File: src/rtl/cfg_bitstream_loader.sv
// Byte-wide bitstream loader: serializes MSB-first into CLB, CB and SB chains, then checks an XOR checksum.
// Latency: 9 cycles per full byte (accept + 8 shifts); result flags update on the edge after the checksum byte.
// Backpressure: s_ready is high only when the shift register is empty (or in CHK); s_valid low simply stalls.
module cfg_bitstream_loader #(
    parameter int CLB_BITS = 256,
    parameter int CB_BITS  = 160,
    parameter int SB_BITS  = 512
) (
    input  logic       clk,
    input  logic       reset,
    input  logic       start,
    input  logic [7:0] s_data,
    input  logic       s_valid,
    output logic       s_ready,
    output logic       prgm_b,
    output logic       CLB_prgm_b,
    output logic       cb_prgm_b,
    output logic       sb_prgm_b,
    output logic       CLB_prgm_b_in,
    output logic       cb_prgm_b_in,
    output logic       sb_prgm_b_in,
    output logic       bit_in_CLB,
    output logic       bit_in_CB,
    output logic       bit_in_SB,
    output logic       done,
    output logic       err
);

    typedef enum logic [2:0] {
        S_IDLE,
        S_CLB,
        S_CB,
        S_SB,
        S_CHK,
        S_DONE,
        S_ERR
    } state_t;

    localparam int MAX_AB   = (CLB_BITS > CB_BITS) ? CLB_BITS : CB_BITS;
    localparam int MAX_BITS = (MAX_AB > SB_BITS) ? MAX_AB : SB_BITS;
    localparam int CW       = $clog2(MAX_BITS + 1);

    localparam logic [CW-1:0] CLB_LAST = CW'(CLB_BITS - 1);
    localparam logic [CW-1:0] CB_LAST  = CW'(CB_BITS - 1);
    localparam logic [CW-1:0] SB_LAST  = CW'(SB_BITS - 1);

    state_t        state;
    logic [7:0]    shreg;
    logic [3:0]    bits_left;
    logic [CW-1:0] chain_cnt;
    logic [7:0]    acc;

    logic          in_chain;
    logic          shifting;
    logic          accept;
    logic [CW-1:0] chain_last;
    state_t        next_chain;

    assign in_chain = (state == S_CLB) || (state == S_CB) || (state == S_SB);
    assign shifting = in_chain && (bits_left != 4'd0);
    assign s_ready  = (in_chain && (bits_left == 4'd0)) || (state == S_CHK);
    assign accept   = s_valid && s_ready;

    always_comb begin
        chain_last = CLB_LAST;
        next_chain = S_CB;
        case (state)
            S_CB: begin
                chain_last = CB_LAST;
                next_chain = S_SB;
            end
            S_SB: begin
                chain_last = SB_LAST;
                next_chain = S_CHK;
            end
            default: begin
                chain_last = CLB_LAST;
                next_chain = S_CB;
            end
        endcase
    end

    always_ff @(posedge clk or posedge reset) begin
        if (reset) begin
            state     <= S_IDLE;
            shreg     <= 8'd0;
            bits_left <= 4'd0;
            chain_cnt <= '0;
            acc       <= 8'd0;
            prgm_b    <= 1'b0;
            done      <= 1'b0;
            err       <= 1'b0;
        end else begin
            case (state)
                S_IDLE, S_DONE, S_ERR: begin
                    if (start) begin
                        state     <= S_CLB;
                        bits_left <= 4'd0;
                        chain_cnt <= '0;
                        acc       <= 8'd0;
                        prgm_b    <= 1'b0;
                        done      <= 1'b0;
                        err       <= 1'b0;
                    end
                end
                S_CLB, S_CB, S_SB: begin
                    if (shifting) begin
                        shreg <= {shreg[6:0], 1'b0};
                        // Chain full: drop the rest of the byte so the next chain starts byte-aligned.
                        if (chain_cnt == chain_last) begin
                            chain_cnt <= '0;
                            bits_left <= 4'd0;
                            state     <= next_chain;
                        end else begin
                            chain_cnt <= chain_cnt + 1'b1;
                            bits_left <= bits_left - 4'd1;
                        end
                    end else if (accept) begin
                        shreg     <= s_data;
                        bits_left <= 4'd8;
                        acc       <= acc ^ s_data;
                    end
                end
                S_CHK: begin
                    if (accept) begin
                        if (s_data == acc) begin
                            state  <= S_DONE;
                            prgm_b <= 1'b1;
                            done   <= 1'b1;
                        end else begin
                            state <= S_ERR;
                            err   <= 1'b1;
                        end
                    end
                end
                default: state <= S_IDLE;
            endcase
        end
    end

    // Strobes are decoded from flops only, so reset clears them immediately.
    always_comb begin
        CLB_prgm_b    = 1'b0;
        cb_prgm_b     = 1'b0;
        sb_prgm_b     = 1'b0;
        CLB_prgm_b_in = 1'b0;
        cb_prgm_b_in  = 1'b0;
        sb_prgm_b_in  = 1'b0;
        bit_in_CLB    = 1'b0;
        bit_in_CB     = 1'b0;
        bit_in_SB     = 1'b0;
        if (shifting) begin
            case (state)
                S_CLB: begin
                    CLB_prgm_b    = 1'b1;
                    CLB_prgm_b_in = (chain_cnt == '0);
                    bit_in_CLB    = shreg[7];
                end
                S_CB: begin
                    cb_prgm_b    = 1'b1;
                    cb_prgm_b_in = (chain_cnt == '0);
                    bit_in_CB    = shreg[7];
                end
                S_SB: begin
                    sb_prgm_b    = 1'b1;
                    sb_prgm_b_in = (chain_cnt == '0);
                    bit_in_SB    = shreg[7];
                end
                default: ;
            endcase
        end
    end

endmodule

File: config.mk
export PLATFORM = sky130hd
export DESIGN_NAME = cfg_bitstream_loader
export DESIGN_NICKNAME = d
export VERILOG_FILES = /design/src/rtl/cfg_bitstream_loader.sv
export SDC_FILE = /design/constraint.sdc
export NUM_CORES = 1
export LEC_CHECK = 0
export CORE_UTILIZATION = 44
export CTS_BUF_LIST = sky130_fd_sc_hd__clkbuf_16
export CTS_CLUSTER_DIAMETER = 50
export CTS_CLUSTER_SIZE = 25
export DETAILED_ROUTE_END_ITERATION = 8
export HOLD_SLACK_MARGIN = 0.08
export SYNTH_ARGS = -nofsm -noshare
export SYNTH_HDL_FRONTEND = slang
export SYNTH_SLANG_ARGS = --single-unit
File: constraint.sdc
create_clock -name clk -period 2.8 [get_ports clk]
set_clock_uncertainty 0.2 [all_clocks]
set_input_delay 0.7 -clock clk [delete_from_list [all_inputs] [get_ports clk]]
set_output_delay 0.7 -clock clk [all_outputs]
set_load 0.05 [all_outputs]
==> impl_metrics.tcl, run 1 <==
set metrics [dict create \
    outcome "finished clean" \
    cts_tree "done" \
    design.die.area_um2 5430 \
    synth_top_area_share_pct 38.7 \
    worst_setup_path_start_kind "register" \
    worstSetupPathType "reg -> out" \
    synth_warnings 0 \
    via_per_inst 5.54 \
    required_ns 1.90 \
    first_pass_iters 4 \
    drive_gt1_share_pct 19.2 \
    antenna_found_initial 0 \
    place_inst 333 \
    hold_violations 0 \
    reg2regPathDepth 7 \
    synth-edff-count 0 \
    vias 1899 \
    routed_wl_um 5160 \
    synthToLayoutAreaGrowth_pct 26.6 \
    worst_slew_pin_slew_ns 0.490 \
    p_leak_nw 1.27 \
    coreArea_um2 4850 \
    synth_seq_cells 35 \
    peakVddDrop_uv 665 \
    cpMaxStageDelayCell "dfrtp_1" \
    io_pins 25 \
    synth_cell_types 54 \
    hold_path.class "reg -> reg" \
    fmax_mhz 367 \
    yosysMostFrequentCell "dfrtp_1" \
    critPathMaxFanout 7 \
    synth_fp_nets 262 \
    synth_area_um2 2260 \
    crit_top_cell "buf_12" \
    root_buffer "clkbuf_16" \
    slew_headroom_pct 67.0 \
    insertion_delay_ns 0.28 \
    cpPeakStageDelay_ns 0.35 \
    final_antenna_net_count 0 \
    cts_sinks 35 \
    synth_area_leaders "dfrtp_1, o21ai_0, a21oi_1, nor2_1, mux2i_1" \
    power_mw 2.74 \
    cts_made_buffers 5 \
    die_w_um 73.7 \
    ff_latch_area_um2 876 \
    power.density_nw_per_um2 958 \
    arrival_ns 1.83 \
    async_flop_share_pct 100 \
    grt_max_degree 36 \
    grt_pass1_wl_um 8890 \
    postSynthAreaPerCell_um2 9.19 \
    grt_pass1_vias 1838 \
    yosys_most_used_dff "dfrtp_1" \
    period_minus_slack_ns 2.73 \
    fin_crit_sh_pct 97.4 \
    rsz0062_at_grt "false" \
    multi_input_area_um2 1310 \
    path_clk_slew_ns 0.05 \
    synth_commonest_cells "dfrtp_1, o21ai_0, nor2_1, a21oi_1, nand2_1" \
    die_y_um 73.7 \
    drc 0 \
    wl_per_cell_um 15.1 \
    port_buffers 24 \
    drv_cap 0 \
    track_usage_pct 21.6 \
    initial_core_util_pct 46.6 \
    end_kind "primary output" \
    yosysTopAreaCell "dfrtp_1" \
    place.gp.congestion 0.758 \
    n_antenna_cell 0 \
    overflow 0 \
    cts_max_level 2 \
    hpwl_um 3790 \
    hold_path_depth 2 \
    final_nets 293 \
    ctsLongestPathBuffers 2 \
    synthCells 246 \
    num_rows 25 \
    finalSetupViolCount 0 \
    final_cells 343 \
    crit_chain "inv_1 -> ha_1 -> nor3b_4 -> buf_12 -> buf_4 -> nor4_4 -> buf_12" \
    slew_violations 0 \
    synth_seq_area_share_pct 38.7 \
    fill_cells 443 \
    drt_iter0_markers 83 \
]
[critical path: cells and delay by family, from the launching register on]
family | cells | cell delay [ns]
fa+ha+maj | 1 | 0.22
flops | 1 | 0.35
buf+inv | 4 | 0.53
simple gates | 2 | 0.45
[layout by cell type (no fill, tap or decap), types with 2 or more instances in the layout]
master,Yosys,final
inv_1,9,9
nand4_1,2,2
nor2_1,22,22
and3_1,4,4
xor2_1,9,9
a211oi_1,2,2
mux2i_1,8,8
o21ai_0,24,23
a22o_1,2,2
dfrtp_1,35,35
buf_12,0,9
ha_1,4,4
nand2_1,17,17
clkbuf_16,0,5
o41ai_1,2,2
nand2b_1,9,9
mux2_2,4,4
nand3_1,11,11
a21oi_2,2,2
a21oi_1,17,17
nand3b_1,2,2
nor4_1,7,5
a31oi_1,4,4
o21bai_1,2,2
and2_1,3,3
clkdlybuf4s50_1,0,14
buf_4,3,14
nor3_1,6,4
[sequential cells by signal (all words and copies together), names as in the netlist]
| register | count |
|---|---|
| chain_cnt | 10 |
| acc | 8 |
| shreg | 8 |
| bits_left | 4 |
| state | 3 |
| done | 1 |
| err | 1 |
[layout make-up]
type                            count  area share [%]
Multi-Input combinational cell    189            45.8
Sequential cell                    35            30.6
Timing Repair Buffer               37            14.9
Clock buffer                        5            4.37
Tap cell                           67            2.93
Inverter                            9            1.18
Clock inverter                      1           0.262
[kinds of logic after synthesis]
family,count (synthesis),share of synthesized area [%]
compound gates,70,21.6
xor+xnor,9,3.49
fa+ha+maj,4,2.21
buf+inv,22,5.26
flops,35,38.7
mux,12,5.53
simple gates,94,23.2
[stage by stage]
stage	hold WS [ns]	area (um2)	util, %	worst slack, ns	setup TNS (ns)
after floorplan	0.273	2280	-	-0.426	-0.951
after global placement	0.294	2660	54.8	0.241	0
after detailed placement	0.308	2660	54.8	0.183	0
after CTS	0.329	2800	57.7	-0.108	-0.211
after global routing	0.352	2860	59.0	0.00167	0
final	0.318	2860	59.0	0.0737	0
[path summary, 6_finish.rpt]
kind | startpoint | end | slack (ns)
min in group asynchronous | reset | chain_cnt[1] | 0.62
worst min register to register | shreg[0] | shreg[0] | 0.32
worst max register to register | bits_left[0] | chain_cnt[9] | 0.41
worst min-delay path | shreg[0] | shreg[0] | 0.32
worst max-delay path | bits_left[0] | cb_prgm_b_in | 0.07
max in group asynchronous | reset | state[1] | 1.45
[timing repair]
action / CTS / global route
hold buffers: 0 / 0
resized for setup: 1 / 3
pin swaps: 0 / 1
buffers inserted: 0 / 4
hold endpoints to repair: 0 / 0
endpoints found under the setup margin: 4 / 3
[metal layers]
metal,share of wire [%],track usage (%)
met4,0.70,5.98
met1,48,29.4
met5,0,0
met3,3.1,4.39
met2,48,35.1
[power breakdown]
group          switching, mW  leakage, nW  internal (mW)
clock                  0.195       0.0618          0.319
sequential             0.244        0.438          0.720
combinational          0.694        0.768          0.569
total                   1.13         1.27           1.61
No activity file was read; power rests on OpenSTA's default activity.
==> run 2: changes to the inputs <==
- ABC_CLOCK_PERIOD_IN_PS: not set -> 2800
==> results of run 2 <==
The final DEF is identical to that of run 1; final timing and power are the same.
==> run 3: changes to the inputs <==
- TNS_END_PERCENT: not set -> 5
==> run 3 against run 2 <==
Against the previous run:
- maximum frequency down 1.1%
- register-to-register slack about the same
- non-clock buffer count is the same
- critical path depth is 3 lower
- cell count rose by 0.58%
- sequential share of layout area increased by 0.46 points
- combinational power barely moved
- critical path type unchanged
- largest cell class unchanged
==> impl_metrics.tcl, run 3 (synthesis results as in run 1) <==
set metrics [dict create \
    outcome "finished clean" \
    finalSetupTns_ns 0 \
    io_pins 25 \
    fin_crit_sh_pct 98.5 \
    p_sw_mw 1.10 \
    slew_violations 0 \
    pwr-share-comb_pct 46.5 \
    drt_iter0_markers 86 \
    path_clk_slew_ns 0.05 \
    cts_max_level 2 \
    drv_cap 0 \
    p_clk_share_pct 19.0 \
    r2r_end "chain_cnt[9]" \
    root_buffer "clkbuf_16" \
    final_cells 345 \
    drive_gt1_share_pct 18.0 \
    hold_ws_ns 0.307 \
    power.internal_mw 1.59 \
    synthToLayoutAreaGrowth_pct 24.7 \
    insertion_delay_ns 0.27 \
    via_per_inst 5.47 \
    period_minus_slack_ns 2.76 \
    coreArea_um2 4850 \
    finish.utilization_pct 58.1 \
    min_from "acc[0]" \
    most-common-layout-cells "dfrtp_1, o21ai_0, nor2_1" \
    wl_per_cell_um 14.5 \
    hold_violations 0 \
    cts_made_buffers 5 \
    place_inst 337 \
    hold_buffers 0 \
    hold_path_depth 1 \
    drc 0 \
    die_y_um 73.7 \
    overflow 0 \
    die_w_um 73.7 \
    worst_setup_path_start_kind "register" \
    final_nets 293 \
    grt_pass1_vias 1763 \
    arrival_ns 1.86 \
    grt_max_degree 36 \
    end_kind "primary output" \
    cts_sinks 35 \
    vias 1887 \
    n_antenna_cell 0 \
    port_buffers 24 \
    peakVddDrop_uv 488 \
    power.density_nw_per_um2 955 \
    whs_endpoint "acc[0]" \
    layout_commonest_cell "dfrtp_1" \
    routed_wl_um 5000 \
    worstSetupPathType "reg -> out" \
    critPathMaxFanout 7 \
    regToRegSetupSlack_ns 0.42 \
    worst_slew_pin_slew_ns 0.506 \
    hpwl_um 3640 \
    largest-register "chain_cnt" \
    design.die.area_um2 5430 \
    hold_path.class "reg -> reg" \
    cts_tree "done" \
    num_rows 25 \
    switching_share_pct 40.8 \
    reg2regPathDepth 7 \
    p_leak_nw 1.27 \
    ctsLongestPathBuffers 2 \
    fmax_mhz 363 \
    finalSetupViolCount 0 \
    first_pass_iters 4 \
    r2r-start "bits_left[0]" \
    slew_headroom_pct 66.2 \
    rsz0062_at_grt "true" \
    required_ns 1.90 \
    largest_reg_flops 10 \
    p_seq_share_pct 34.5 \
    final_antenna_net_count 0 \
    reg.largest.list "chain_cnt (10), acc (8), shreg (8)" \
    place.gp.congestion 0.790 \
    grt_pass1_wl_um 8710 \
    track_usage_pct 21.2 \
    antenna_found_initial 0 \
    initial_core_util_pct 46.6 \
]
## run 3: changes by cell type in the layout (fill, tap and decap cells not counted), sizes merged
cell and change:
clkinv +2, clkinvlp -1, inv +1
## run 3: layout make-up
class                      count  area, um2
multi-input combinational    189       1280
fill                         448       2030
sequential                    35        876
tap                           67       83.8
clock inverter                 3       11.3
inverter                       9       33.8
timing repair buffer          37        413
clock buffer                   5        125
## run 3: routing by layer
layer / GRT usage, % / part of all wire [%]
met4: 6.62 / 0.84
met5: 0 / 0
met1: 29.0 / 50
met3: 4.39 / 2.8
met2: 33.4 / 47
## run 3: through the flow
step | power, mW | area [um2] | setup slack [ns]
5_1_grt | 2.89 | 2820 | -0.151
3_5_place_dp | 2.18 | 2680 | 0.294
6_report | 2.69 | 2820 | 0.0424
2_1_floorplan | 1.82 | 2270 | -0.426
3_3_place_gp | 2.16 | 2680 | 0.297
4_1_cts | 2.71 | 2820 | 0.0172
## run 3: how the worst max path moves through the flow
stage,from,cells past startpoint,end
after floorplan,chain_cnt[4],4,cb_prgm_b_in
after global placement,bits_left[0],5,s_ready
after detailed placement,s_valid,6,done
after CTS,bits_left[0],5,s_ready
after global routing,chain_cnt[2],4,sb_prgm_b_in
final,chain_cnt[2],4,sb_prgm_b_in
## run 3: power groups by stage
stage                     clock (mW)  sequential [mW]  combinational [mW]
after floorplan                    0            0.890               0.931
after global placement             0            0.927                1.24
after detailed placement           0            0.933                1.25
after CTS                      0.525            0.928                1.25
after global routing           0.543            0.963                1.38
final                          0.512            0.928                1.25
## run 3: critical path, cell delays in order, from the launching register on
cell	delay (ns)
dfrtp_1	0.44
nor4_1	0.30
nand4b_1	0.22
nor4_1	0.42
buf_12	0.20
## run 3: what timing repair did
item                       4_1_cts  5_1_grt
buffers inserted                 0        0
setup endpoints to repair        0        5
gates resized for setup          0        1
